## src/rtl/uart_dma_pkg.sv

```systemverilog
`default_nettype none
// ============================================================================
// Module      : uart_dma_pkg
// Description : Shared types and constants for the UART boot loader / DMA
//               streamer. Holds the loader state encoding, the handshake bytes
//               sent to the host, and the 32-bit word type.
// Revision    : 1.0 - initial release
// ============================================================================
package uart_dma_pkg;

  typedef logic [31:0] word_t;

  typedef enum logic [2:0] {
    S_SEND_BOOT = 3'd0,
    S_LEN       = 3'd1,
    S_PROG      = 3'd2,
    S_SEND_DONE = 3'd3,
    S_STREAM    = 3'd4
  } state_t;

  localparam logic [7:0] ACK_BOOT = 8'h99;
  localparam logic [7:0] ACK_DONE = 8'hAA;

endpackage
`default_nettype wire

```

## src/rtl/uart_dma_loader_if.sv

```systemverilog
`default_nettype none
// ============================================================================
// Module      : uart_dma_loader_if
// Description : Bundle of UART receive/transmit, instruction-memory write and
//               hub DMA signals around the loader.
//               master : the loader (drives tx, instr and data outputs)
//               slave  : the environment (UART, instruction memory, hub)
// Signals     : rx_ready/rdata/ferr   UART receive byte strobe, byte, framing err
//               tx_start/sdata/tx_busy UART transmit start pulse, byte, busy
//               instr_we/addr/wd      instruction-memory write port
//               data_ready/data       hub DMA word strobe and word
//               boot_done/len_err     status levels
// Revision    : 1.0 - initial release
// ============================================================================
interface uart_dma_loader_if #(
  parameter int IADDR_W = 12
);
  logic                 rx_ready;
  logic [7:0]           rdata;
  logic                 ferr;
  logic                 tx_start;
  logic [7:0]           sdata;
  logic                 tx_busy;
  logic                 instr_we;
  logic [IADDR_W-1:0]   instr_addr;
  uart_dma_pkg::word_t  instr_wd;
  logic                 data_ready;
  uart_dma_pkg::word_t  data;
  logic                 boot_done;
  logic                 len_err;

  modport master (
    input  rx_ready, rdata, ferr, tx_busy,
    output tx_start, sdata, instr_we, instr_addr, instr_wd,
           data_ready, data, boot_done, len_err
  );

  modport slave (
    output rx_ready, rdata, ferr, tx_busy,
    input  tx_start, sdata, instr_we, instr_addr, instr_wd,
           data_ready, data, boot_done, len_err
  );
endinterface
`default_nettype wire

```

## src/rtl/uart_byte_packer.sv

```systemverilog
`default_nettype none
// ============================================================================
// Module      : uart_byte_packer
// Description : Packs received UART bytes little-endian into 32-bit words.
//               Bytes flagged with a framing error are dropped. word_valid is
//               high for the one cycle after the 4th good byte is sampled;
//               word holds the packed value in that cycle.
//               Optional macro UART_DMA_LOADER_RX_TIMEOUT_EN: a partial word
//               idle for TIMEOUT_CYCLES is discarded.
// Ports       : clock, reset (sync, active-high)
//               rx_ready, rdata, ferr  - receive byte interface
//               word_valid, word       - packed word output
// Revision    : 1.0 - initial release
// ============================================================================
module uart_byte_packer
  import uart_dma_pkg::*;
#(
  parameter int TIMEOUT_CYCLES = 1_000_000
) (
  input  logic       clock,
  input  logic       reset,
  input  logic       rx_ready,
  input  logic [7:0] rdata,
  input  logic       ferr,
  output logic       word_valid,
  output word_t      word
);

  logic [1:0] r_byte_cnt;
  word_t      r_shift;
  logic       r_word_valid;
  logic       w_byte_ok;
  logic       w_timeout;

  assign w_byte_ok = rx_ready && !ferr;

  if (TIMEOUT_CYCLES < 1) begin : g_timeout_check
    $error("uart_byte_packer: TIMEOUT_CYCLES must be at least 1");
  end

`ifdef UART_DMA_LOADER_RX_TIMEOUT_EN
  localparam int TMO_W = $clog2(TIMEOUT_CYCLES + 1);
  logic [TMO_W-1:0] r_idle_cnt;

  // Counts idle cycles only while a word is partially assembled.
  always_ff @(posedge clock) begin
    if (reset || w_byte_ok || (r_byte_cnt == 2'd0)) begin
      r_idle_cnt <= '0;
    end else begin
      r_idle_cnt <= r_idle_cnt + 1'b1;
    end
  end

  assign w_timeout = (r_byte_cnt != 2'd0) &&
                     (r_idle_cnt == TMO_W'(TIMEOUT_CYCLES - 1));
`else
  assign w_timeout = 1'b0;
`endif

  // Right shift: the 1st byte enters at [31:24] and ends in [7:0] after the
  // 4th, so the shift register itself is the little-endian word.
  always_ff @(posedge clock) begin
    if (reset) begin
      r_byte_cnt   <= 2'd0;
      r_shift      <= '0;
      r_word_valid <= 1'b0;
    end else begin
      r_word_valid <= 1'b0;
      if (w_byte_ok) begin
        r_shift    <= {rdata, r_shift[31:8]};
        r_byte_cnt <= r_byte_cnt + 2'd1;
        if (r_byte_cnt == 2'd3) begin
          r_word_valid <= 1'b1;
        end
      end else if (w_timeout) begin
        r_byte_cnt <= 2'd0;
      end
    end
  end

  assign word_valid = r_word_valid;
  assign word       = r_shift;

endmodule
`default_nettype wire

```

## src/rtl/uart_dma_loader.sv

```systemverilog
`default_nettype none
// ============================================================================
// Module      : uart_dma_loader
// Description : UART boot loader in front of the memory controller hub.
//               Sends ACK_BOOT, receives a length-prefixed program into
//               instruction memory, sends ACK_DONE, then streams every further
//               word to the hub DMA input. Drives the shared UART transmitter
//               only before boot_done rises.
//               Optional macro UART_DMA_LOADER_RX_TIMEOUT_EN enables the
//               partial-word receive timeout in the byte packer.
// Ports       : clock, reset (sync, active-high)
//               bus (uart_dma_loader_if.master) - UART rx/tx, instruction
//               write port, hub DMA port, boot_done and len_err status
// Revision    : 1.0 - initial release
// ============================================================================
module uart_dma_loader
  import uart_dma_pkg::*;
#(
  parameter int         MAX_PROG_WORDS = 4096,
  parameter int         IADDR_W        = 12,
  parameter logic [7:0] ACK_BOOT       = uart_dma_pkg::ACK_BOOT,
  parameter logic [7:0] ACK_DONE       = uart_dma_pkg::ACK_DONE,
  parameter int         TIMEOUT_CYCLES = 1_000_000
) (
  input  logic                   clock,
  input  logic                   reset,
  uart_dma_loader_if.master      bus
);

  // One extra bit so the count can reach MAX_PROG_WORDS itself.
  localparam int CNT_W = IADDR_W + 1;

  logic       w_word_valid;
  word_t      w_word;

  state_t     r_state,     w_state_nx;
  logic [CNT_W-1:0] r_word_cnt, w_word_cnt_nx;
  logic [CNT_W-1:0] r_prog_len, w_prog_len_nx;
  logic [CNT_W-1:0] w_cnt_inc;
  logic       r_len_held,  w_len_held_nx;
  word_t      r_len_word,  w_len_word_nx;
  word_t      w_hdr;
  logic       r_tx_start,  w_tx_start_nx;
  logic [7:0] r_sdata,     w_sdata_nx;
  logic       r_len_err,   w_len_err_nx;
  logic       r_boot_done;
  logic       w_instr_we;
  logic       w_data_ready;

  uart_byte_packer #(
    .TIMEOUT_CYCLES (TIMEOUT_CYCLES)
  ) u_packer (
    .clock      (clock),
    .reset      (reset),
    .rx_ready   (bus.rx_ready),
    .rdata      (bus.rdata),
    .ferr       (bus.ferr),
    .word_valid (w_word_valid),
    .word       (w_word)
  );

  assign w_cnt_inc = r_word_cnt + 1'b1;

  always_ff @(posedge clock) begin
    if (reset) begin
      r_state     <= S_SEND_BOOT;
      r_word_cnt  <= '0;
      r_prog_len  <= '0;
      r_len_held  <= 1'b0;
      r_len_word  <= '0;
      r_tx_start  <= 1'b0;
      r_sdata     <= 8'h00;
      r_len_err   <= 1'b0;
      r_boot_done <= 1'b0;
    end else begin
      r_state     <= w_state_nx;
      r_word_cnt  <= w_word_cnt_nx;
      r_prog_len  <= w_prog_len_nx;
      r_len_held  <= w_len_held_nx;
      r_len_word  <= w_len_word_nx;
      r_tx_start  <= w_tx_start_nx;
      r_sdata     <= w_sdata_nx;
      r_len_err   <= w_len_err_nx;
      // Lags entry to S_STREAM by a cycle so the ACK_DONE pulse is never
      // seen together with boot_done.
      r_boot_done <= (r_state == S_STREAM);
    end
  end

  always_comb begin
    w_state_nx    = r_state;
    w_word_cnt_nx = r_word_cnt;
    w_prog_len_nx = r_prog_len;
    w_len_held_nx = r_len_held;
    w_len_word_nx = r_len_word;
    w_tx_start_nx = 1'b0;
    w_sdata_nx    = r_sdata;
    w_len_err_nx  = r_len_err;
    w_instr_we    = 1'b0;
    w_data_ready  = 1'b0;
    w_hdr         = r_len_held ? r_len_word : w_word;

    case (r_state)
      S_SEND_BOOT: begin
        // A length word can complete before the transmitter frees up; park
        // it until S_LEN. Only the first such word is kept.
        if (w_word_valid && !r_len_held) begin
          w_len_held_nx = 1'b1;
          w_len_word_nx = w_word;
        end
        if (!bus.tx_busy && !r_tx_start) begin
          w_tx_start_nx = 1'b1;
          w_sdata_nx    = ACK_BOOT;
          w_state_nx    = S_LEN;
        end
      end

      S_LEN: begin
        if (w_word_valid || r_len_held) begin
          w_len_held_nx = 1'b0;
          w_word_cnt_nx = '0;
          if (w_hdr == 32'd0) begin
            w_state_nx = S_SEND_DONE;
          end else begin
            w_state_nx = S_PROG;
            if (w_hdr > 32'(MAX_PROG_WORDS)) begin
              w_len_err_nx  = 1'b1;
              w_prog_len_nx = CNT_W'(MAX_PROG_WORDS);
            end else begin
              w_prog_len_nx = w_hdr[CNT_W-1:0];
            end
          end
        end
      end

      S_PROG: begin
        if (w_word_valid) begin
          w_instr_we    = 1'b1;
          w_word_cnt_nx = w_cnt_inc;
          if (w_cnt_inc == r_prog_len) begin
            w_state_nx = S_SEND_DONE;
          end
        end
      end

      S_SEND_DONE: begin
        // Program is complete: any word now belongs to the stream.
        w_data_ready = w_word_valid;
        if (!bus.tx_busy && !r_tx_start) begin
          w_tx_start_nx = 1'b1;
          w_sdata_nx    = ACK_DONE;
          w_state_nx    = S_STREAM;
        end
      end

      S_STREAM: begin
        w_data_ready = w_word_valid;
      end

      default: begin
        w_state_nx = S_SEND_BOOT;
      end
    endcase
  end

  assign bus.tx_start   = r_tx_start;
  assign bus.sdata      = r_sdata;
  assign bus.instr_we   = w_instr_we;
  assign bus.instr_addr = r_word_cnt[IADDR_W-1:0];
  assign bus.instr_wd   = w_word;
  assign bus.data_ready = w_data_ready;
  assign bus.data       = w_word;
  assign bus.boot_done  = r_boot_done;
  assign bus.len_err    = r_len_err;

endmodule
`default_nettype wire

```

## src/flat_wrapper.sv

```systemverilog
// flat-port wrapper written by rule: the top's interface ports become plain ports
module uart_dma_loader_flat import uart_dma_pkg::*;
#(
  parameter int         MAX_PROG_WORDS = 4096,
  parameter int         IADDR_W        = 12,
  parameter logic [7:0] ACK_BOOT       = uart_dma_pkg::ACK_BOOT,
  parameter logic [7:0] ACK_DONE       = uart_dma_pkg::ACK_DONE,
  parameter int         TIMEOUT_CYCLES = 1_000_000
)
  (clock, reset, bus_rx_ready, bus_rdata, bus_ferr, bus_tx_busy, bus_tx_start, bus_sdata, bus_instr_we, bus_instr_addr, bus_instr_wd, bus_data_ready, bus_data, bus_boot_done, bus_len_err);
  uart_dma_loader_if #(.IADDR_W(IADDR_W)) bus_i ();
  input  logic clock;
  input  logic reset;
  input wire logic [$bits(bus_i.rx_ready)-1:0] bus_rx_ready;
  input wire logic [$bits(bus_i.rdata)-1:0] bus_rdata;
  input wire logic [$bits(bus_i.ferr)-1:0] bus_ferr;
  input wire logic [$bits(bus_i.tx_busy)-1:0] bus_tx_busy;
  output wire logic [$bits(bus_i.tx_start)-1:0] bus_tx_start;
  output wire logic [$bits(bus_i.sdata)-1:0] bus_sdata;
  output wire logic [$bits(bus_i.instr_we)-1:0] bus_instr_we;
  output wire logic [$bits(bus_i.instr_addr)-1:0] bus_instr_addr;
  output wire logic [$bits(bus_i.instr_wd)-1:0] bus_instr_wd;
  output wire logic [$bits(bus_i.data_ready)-1:0] bus_data_ready;
  output wire logic [$bits(bus_i.data)-1:0] bus_data;
  output wire logic [$bits(bus_i.boot_done)-1:0] bus_boot_done;
  output wire logic [$bits(bus_i.len_err)-1:0] bus_len_err;
  assign bus_i.rx_ready = bus_rx_ready;
  assign bus_i.rdata = bus_rdata;
  assign bus_i.ferr = bus_ferr;
  assign bus_i.tx_busy = bus_tx_busy;
  assign bus_tx_start = bus_i.tx_start;
  assign bus_sdata = bus_i.sdata;
  assign bus_instr_we = bus_i.instr_we;
  assign bus_instr_addr = bus_i.instr_addr;
  assign bus_instr_wd = bus_i.instr_wd;
  assign bus_data_ready = bus_i.data_ready;
  assign bus_data = bus_i.data;
  assign bus_boot_done = bus_i.boot_done;
  assign bus_len_err = bus_i.len_err;
  uart_dma_loader #(.MAX_PROG_WORDS(MAX_PROG_WORDS), .IADDR_W(IADDR_W), .ACK_BOOT(ACK_BOOT), .ACK_DONE(ACK_DONE), .TIMEOUT_CYCLES(TIMEOUT_CYCLES)) u_core (.clock(clock), .reset(reset), .bus(bus_i));
endmodule
```

## config.mk

```make
export PLATFORM = sky130hd
export DESIGN_NAME = uart_dma_loader_flat
export DESIGN_NICKNAME = d
export VERILOG_FILES = /design/src/rtl/uart_dma_pkg.sv /design/src/rtl/uart_dma_loader_if.sv /design/src/rtl/uart_byte_packer.sv /design/src/rtl/uart_dma_loader.sv /design/src/flat_wrapper.sv
export SDC_FILE = /design/constraint.sdc
export NUM_CORES = 1
export LEC_CHECK = 0
export BUFFER_PORTS_ARGS = -buffer_cell sky130_fd_sc_hd__buf_2
export CORE_AREA = 3 3 135 137
export DETAILED_ROUTE_END_ITERATION = 7
export DIE_AREA = 0 0 138 140
export PLACE_DENSITY = 0.58
export SLEW_MARGIN = 40
export SYNTH_ARGS = -nofsm -noshare
export SYNTH_HDL_FRONTEND = slang
export SYNTH_SLANG_ARGS = --single-unit
```

## constraint.sdc

```tcl
create_clock -name clock -period 6 [get_ports clock]
set_clock_uncertainty 0.15 [all_clocks]
set_input_delay 1.5 -clock clock [delete_from_list [all_inputs] [get_ports clock]]
set_output_delay 1.5 -clock clock [all_outputs]
set_load 0.005 [all_outputs]
```

# == After elaboration in Yosys (flattened, before gate mapping) ==
# Cells that the tools add are included.
# W data, S select, Z words.
# totals
reg_bits,108
in_bits,13
out_inout_bits,89
word_cells,78
# classes
addsub,2
magnitude_cmp,1
n_eq_ne,12
mux,23
n_bitwise,4
n_reduce_logical,24
# ops
cell,count
$mux W13,3
$gt A32 B13 Y1 const B,1
$logic_not A32 Y1,1
$mux W32,1
$pmux W13 S2,1
$mux W8,2
$pmux W8 S2,1
$mux W3,5
$pmux W3 S5,1
$add A13 B1 Y13 const B,1
$eq A13 B13 Y1,1
$reduce_and A3 Y1,4
$ne A2 B1 Y1 const B,5
$mux W1,8
$reduce_or A2 Y1,4
$eq A3 B2 Y1 const B,2
$reduce_and A6 Y1,1
$reduce_bool A2 Y1,3
$logic_not A1 Y1,4
$not A1 Y1,4
$reduce_and A4 Y1,1
$eq A3 B1 Y1 const B,1
$eq A3 B3 Y1 const B,1
$logic_and A1 B1 Y1,3
other kinds (7),7

# == Depth between registers and ports, before layout ==
# depth
depth_word,5
mapped_depth,8
depth_no_buf,7

# == Modules after synthesis ==
# From an unflattened synthesis, not the netlist that was laid out.
# unflattened
hier_cells,611
hier_area_um2,5208.7
# by_module_without_submodules
mod,n_inst,cells_per_inst,area_per_inst_um2,seq_area_each_um2
uart_dma_loader,1,483,3766.1,1361.3
uart_byte_packer,1,128,1442.6,700.7

# == Least setup slack after synthesis ==
# OpenSTA, ideal clock, no wires.
# synth_path
path_type,input to register
from,in reset
to,reg u_core.r_boot_done (netlist: u_core.bus.boot_done)
arrival_ns,2.494
required_ns,5.714
setup_slack_ns,3.220
path_stages,4
n_path_buf,3
path_cell_list,clkbuf_1 -> clkbuf_1 -> buf_1 -> nor2_1
# synth_lines
item,line,text
"start, declared",flat_wrapper.sv:13,input logic reset;
"end signal, assigned",uart_dma_loader.sv:86,r_boot_done <= (r_state == S_STREAM);
"end, declared",uart_dma_loader.sv:46,logic r_boot_done;
# No word-level cell between the ends.

# == Worst setup path in the final report ==
# layout_path
from,reg u_core.r_state[2]
to,out bus_instr_we
# layout_via
elab_chain_cells,2
# layout_lines
item,line,text
"start, declared",uart_dma_loader.sv:36,"state_t r_state, w_state_nx;"
"start signal, assigned",uart_dma_loader.sv:76,r_state <= w_state_nx;
$eq A3 B2 Y1,uart_dma_loader.sv:103,case (r_state)
$mux W1,uart_dma_loader.sv:103,
"end, declared",flat_wrapper.sv:20,output wire logic [$bits(bus_i.instr_we)-1:0] bus_instr_we;
# No other way between the ends.

==> metrics.md <==
| Metric | Value |
|---|---|
| Global Route Usage Sum | between 10% and 20% |
| GRT met3 Usage | 3.858% |
| Top cells by count, synth | nand2_1 (148), dfxtp_1 (103), a21oi_1 (85) |
| Combinational cell fraction of total power | 4.7% |
| Arr. time, crit path | 2170 ps |
| TritonCTS clock tree | built |
| Area of the multi-input gates | 0.002469 sq mm |
| Hold endpoint | u_core.r_len_word[27] |
| Count leader, synth | nand2_1 |
| Wirelength per Cell | 14.74 microns |
| First DRT Iteration DRCs | approximately 240 |
| Post-route minimum period | 3824 ps |
| Worst-path clk slew | ~70 ps |
| Tightest Pin Transition | 699.5 ps |
| Total grt overflow | 0 |
| Met1 usage | 17.99% |
| Post-CTS setup buffer count | 0 |
| Register area share after synthesis | 40.50% |
| Initial antenna violation count | 0 |
| FF/Latch Area | 0.002062 sq mm |
| R2R Path Start | u_core.r_len_held |
| Post-synth EDFFs | 0 |
| Largest net degree at the start of global routing | 55 |
| Reg2reg setup slack | 3450 ps |
| Inserted Clock Buffers | 9 |
| Clock power share | 44.1% |
| CTS Buffer Depth | 2 |
| Worst Reg-to-Reg Cells | 7 |
| Top post-synthesis cells by area | dfxtp_1 (41%), nand2_1 (11%), a21oi_1 (8.4%) |
| Startpoint Class | flop |
| # diodes | 0 |
| Overall die width | 138 microns |
| Core Util, Final | 33.06% |
| Die Span Y | between 100 and 150 microns |
| Filler instances | 1,865 |
| Hold depth | 2 |
| Vias per inst | about 4.9 |
| Slew Limit Fails | 0 |
| RSZ-0062 raised after global routing | no |
| Synth Instances | 637 |
| Clock Latency Late Sink | between 300 and 400 ps |
| Syn avg cell area | about 8.0 sq um |
| Via count | 4,377 |
| Sequential Power Share | 51.3% |
| Crit end category | output port |
| Min Hold Slack | 307.1 ps |
| Layout cell share with drive strength beyond 1 | 24.22% |
| Nets@finish | 679 |
| Yosys top cell by area | dfxtp_1 |
| Port Buffers | approximately 100 |
| # H-tree levels | 3 |
| Setup TNS Final | 0 ps |
| Remaining DRCs | 0 |
| Yosys reg bits | 103 |
| Fin crit share | between 60 and 70% |
| Hold Buf Count CTS | 0 |
| First-pass GRT wire length | 21,790 microns |
| Min-Delay Path Class | flop to flop |
| Worst hold start | u_core.r_len_word[27] |
| Vias in the first global route | 3,982 |
| Met2 Track Usage GR | approximately 22% |
| I/O pin count | 102 |
| Post-Syn Area | 0.005091 sq mm |
| GPL Wtd Cong | 0.8672 |
| Int Power | 0.001045 W |
| Slew HR | 53.37% |
| Post-synth cell types | 59 |
| DP HPWL | 8976 microns |
| Switching share of total power | 23.57% |
| YS warnings | 0 |
| Status | complete, no violations |
| Die area | 0.01932 sq mm |
| Placeable Area | ~0.017 sq mm |
| Critical Path RT | 4350 ps |
| PwrDens | 240.8 mW/mm^2 |
| Fmax | about 260 MHz |
| Max-cap viol count | 0 |
| Max Fanout on Critical Path | 16 |
| Critical Path Start | u_core.r_state[2] |
| DRT Pass-1 Iters | 5 |
| Synth-to-layout area growth | 11.53% |
| Initial core utilization | 29.64% |
| RR Endpoint | u_core.r_prog_len[1] |
| Final wirelength | 13,170 microns |
| Yosys top cell area share | 40.50% |
| Leakage power | 2.203 nW |
| Antenna viol nets, final | 0 |
| FP Rows | 48 |
| Most used routing layer | met2 |
| Clk sinks | 103 |
| Critical path class | flop to output port |
| Peak VDD IR | between 0.0001 and 0.00015 V |
| Root Buffer | clkbuf_16 |
| Ys flop type | dfxtp_1 |
| Final setup fails | 0 |
| Fin. Hold Viols | 0 |
| Sw Pwr | 0.0003223 W |
| Post-cts sizing count | 0 |
| Post-synth ARST share | 0% |
-- per-layer routing --
layer / vias up / wire (microns)
met5: - / 0
met4: 0 / 170
met3: 11 / 855
met2: 123 / 6137
met1: 2051 / 6011
li1: 2192 / -
-- worst max-delay path, cell delays in order (launching register included) --
cell	delay, ps
dfxtp_1	580
nand2b_1	180
nor2_1	100
nand2_1	410
clkinv_1	330
buf_2	220
-- through the flow --
stage          total power [W]  worst slack [ps]  std cells  cell area (sq um)
6_report              0.001367              2177        894               5678
5_1_grt               0.001423              1926        894               5678
4_1_cts               0.001389              2215        894               5678
3_5_place_dp         0.0007821              2590        878               5374
3_3_place_gp         0.0007821              2608        878               5371
2_1_floorplan        0.0007622              3220        638               5095
-- placed cells by master, fill, tap and decap left out, drive strengths merged, types with 3 or more instances in the layout --
master | Yosys | final
nand2 | 148 | 148
a211oi | 4 | 4
a31oi | 5 | 5
nor2 | 38 | 38
o22ai | 3 | 3
nor3 | 10 | 10
nor4 | 12 | 12
and2 | 3 | 3
a22oi | 15 | 15
a21o | 3 | 3
xor2 | 6 | 6
and3 | 10 | 10
nand4 | 7 | 7
nor2b | 3 | 3
buf | 61 | 104
inv | 6 | 9
a21oi | 85 | 85
mux2 | 13 | 13
o21ai | 18 | 18
or3 | 3 | 3
dfxtp | 103 | 103
nand3 | 9 | 9
xnor2 | 13 | 13
clkbuf | 28 | 10
-- how the worst max path moves through the flow --
stage / endpoint / cells past startpoint / slack, ps
after floorplan: u_core.bus.boot_done / 4 / 3220
after global placement: bus_instr_we / 5 / 2610
after detailed placement: bus_instr_we / 5 / 2590
after CTS: bus_instr_we / 5 / 2210
after global routing: bus_instr_we / 5 / 1930
final: bus_instr_we / 5 / 2180
-- cells by family after synthesis --
kind of cell,after synthesis,synth area share [%]
compound gates,147,18.51
xor+xnor,19,3.269
fa+ha+maj,2,0.4914
buf+inv,96,11.18
flops,103,40.50
mux,15,3.269
other cells,1,0.07366
simple gates,254,22.71
-- final cells by class --
type / instances / share of cell area (%)
inverters: 7 / 0.4628
clock buffers: 10 / 4.033
flip-flops and latches: 103 / 36.32
multi-input cells: 439 / 43.48
well taps: 225 / 4.958
repair buffers: 104 / 9.431
clock inverters: 6 / 1.322
-- state kept, by name, indices dropped and copies added, names as in the netlist --
register / count
u_core.bus.boot_done: 1
u_core.bus.len_err: 1
u_core.bus.sdata: 3
u_core.bus.tx_start: 1
u_core.r_len_held: 1
u_core.r_len_word: 32
u_core.r_prog_len: 13
u_core.r_state: 3
u_core.r_word_cnt: 13
u_core.u_packer.r_byte_cnt: 2
u_core.u_packer.word: 32
u_core.u_packer.word_valid: 1
-- power groups by stage --
stage | logic, W | clock network, W | registers (W)
global placement | 0.0000650 | 0 | 0.000717
detailed placement | 0.0000651 | 0 | 0.000717
floorplan | 0.0000488 | 0 | 0.000713
CTS | 0.0000653 | 0.000623 | 0.000701
global route | 0.0000731 | 0.000647 | 0.000702
finish | 0.0000641 | 0.000602 | 0.000701
Note: power is estimated with default switching activity, not from simulation.
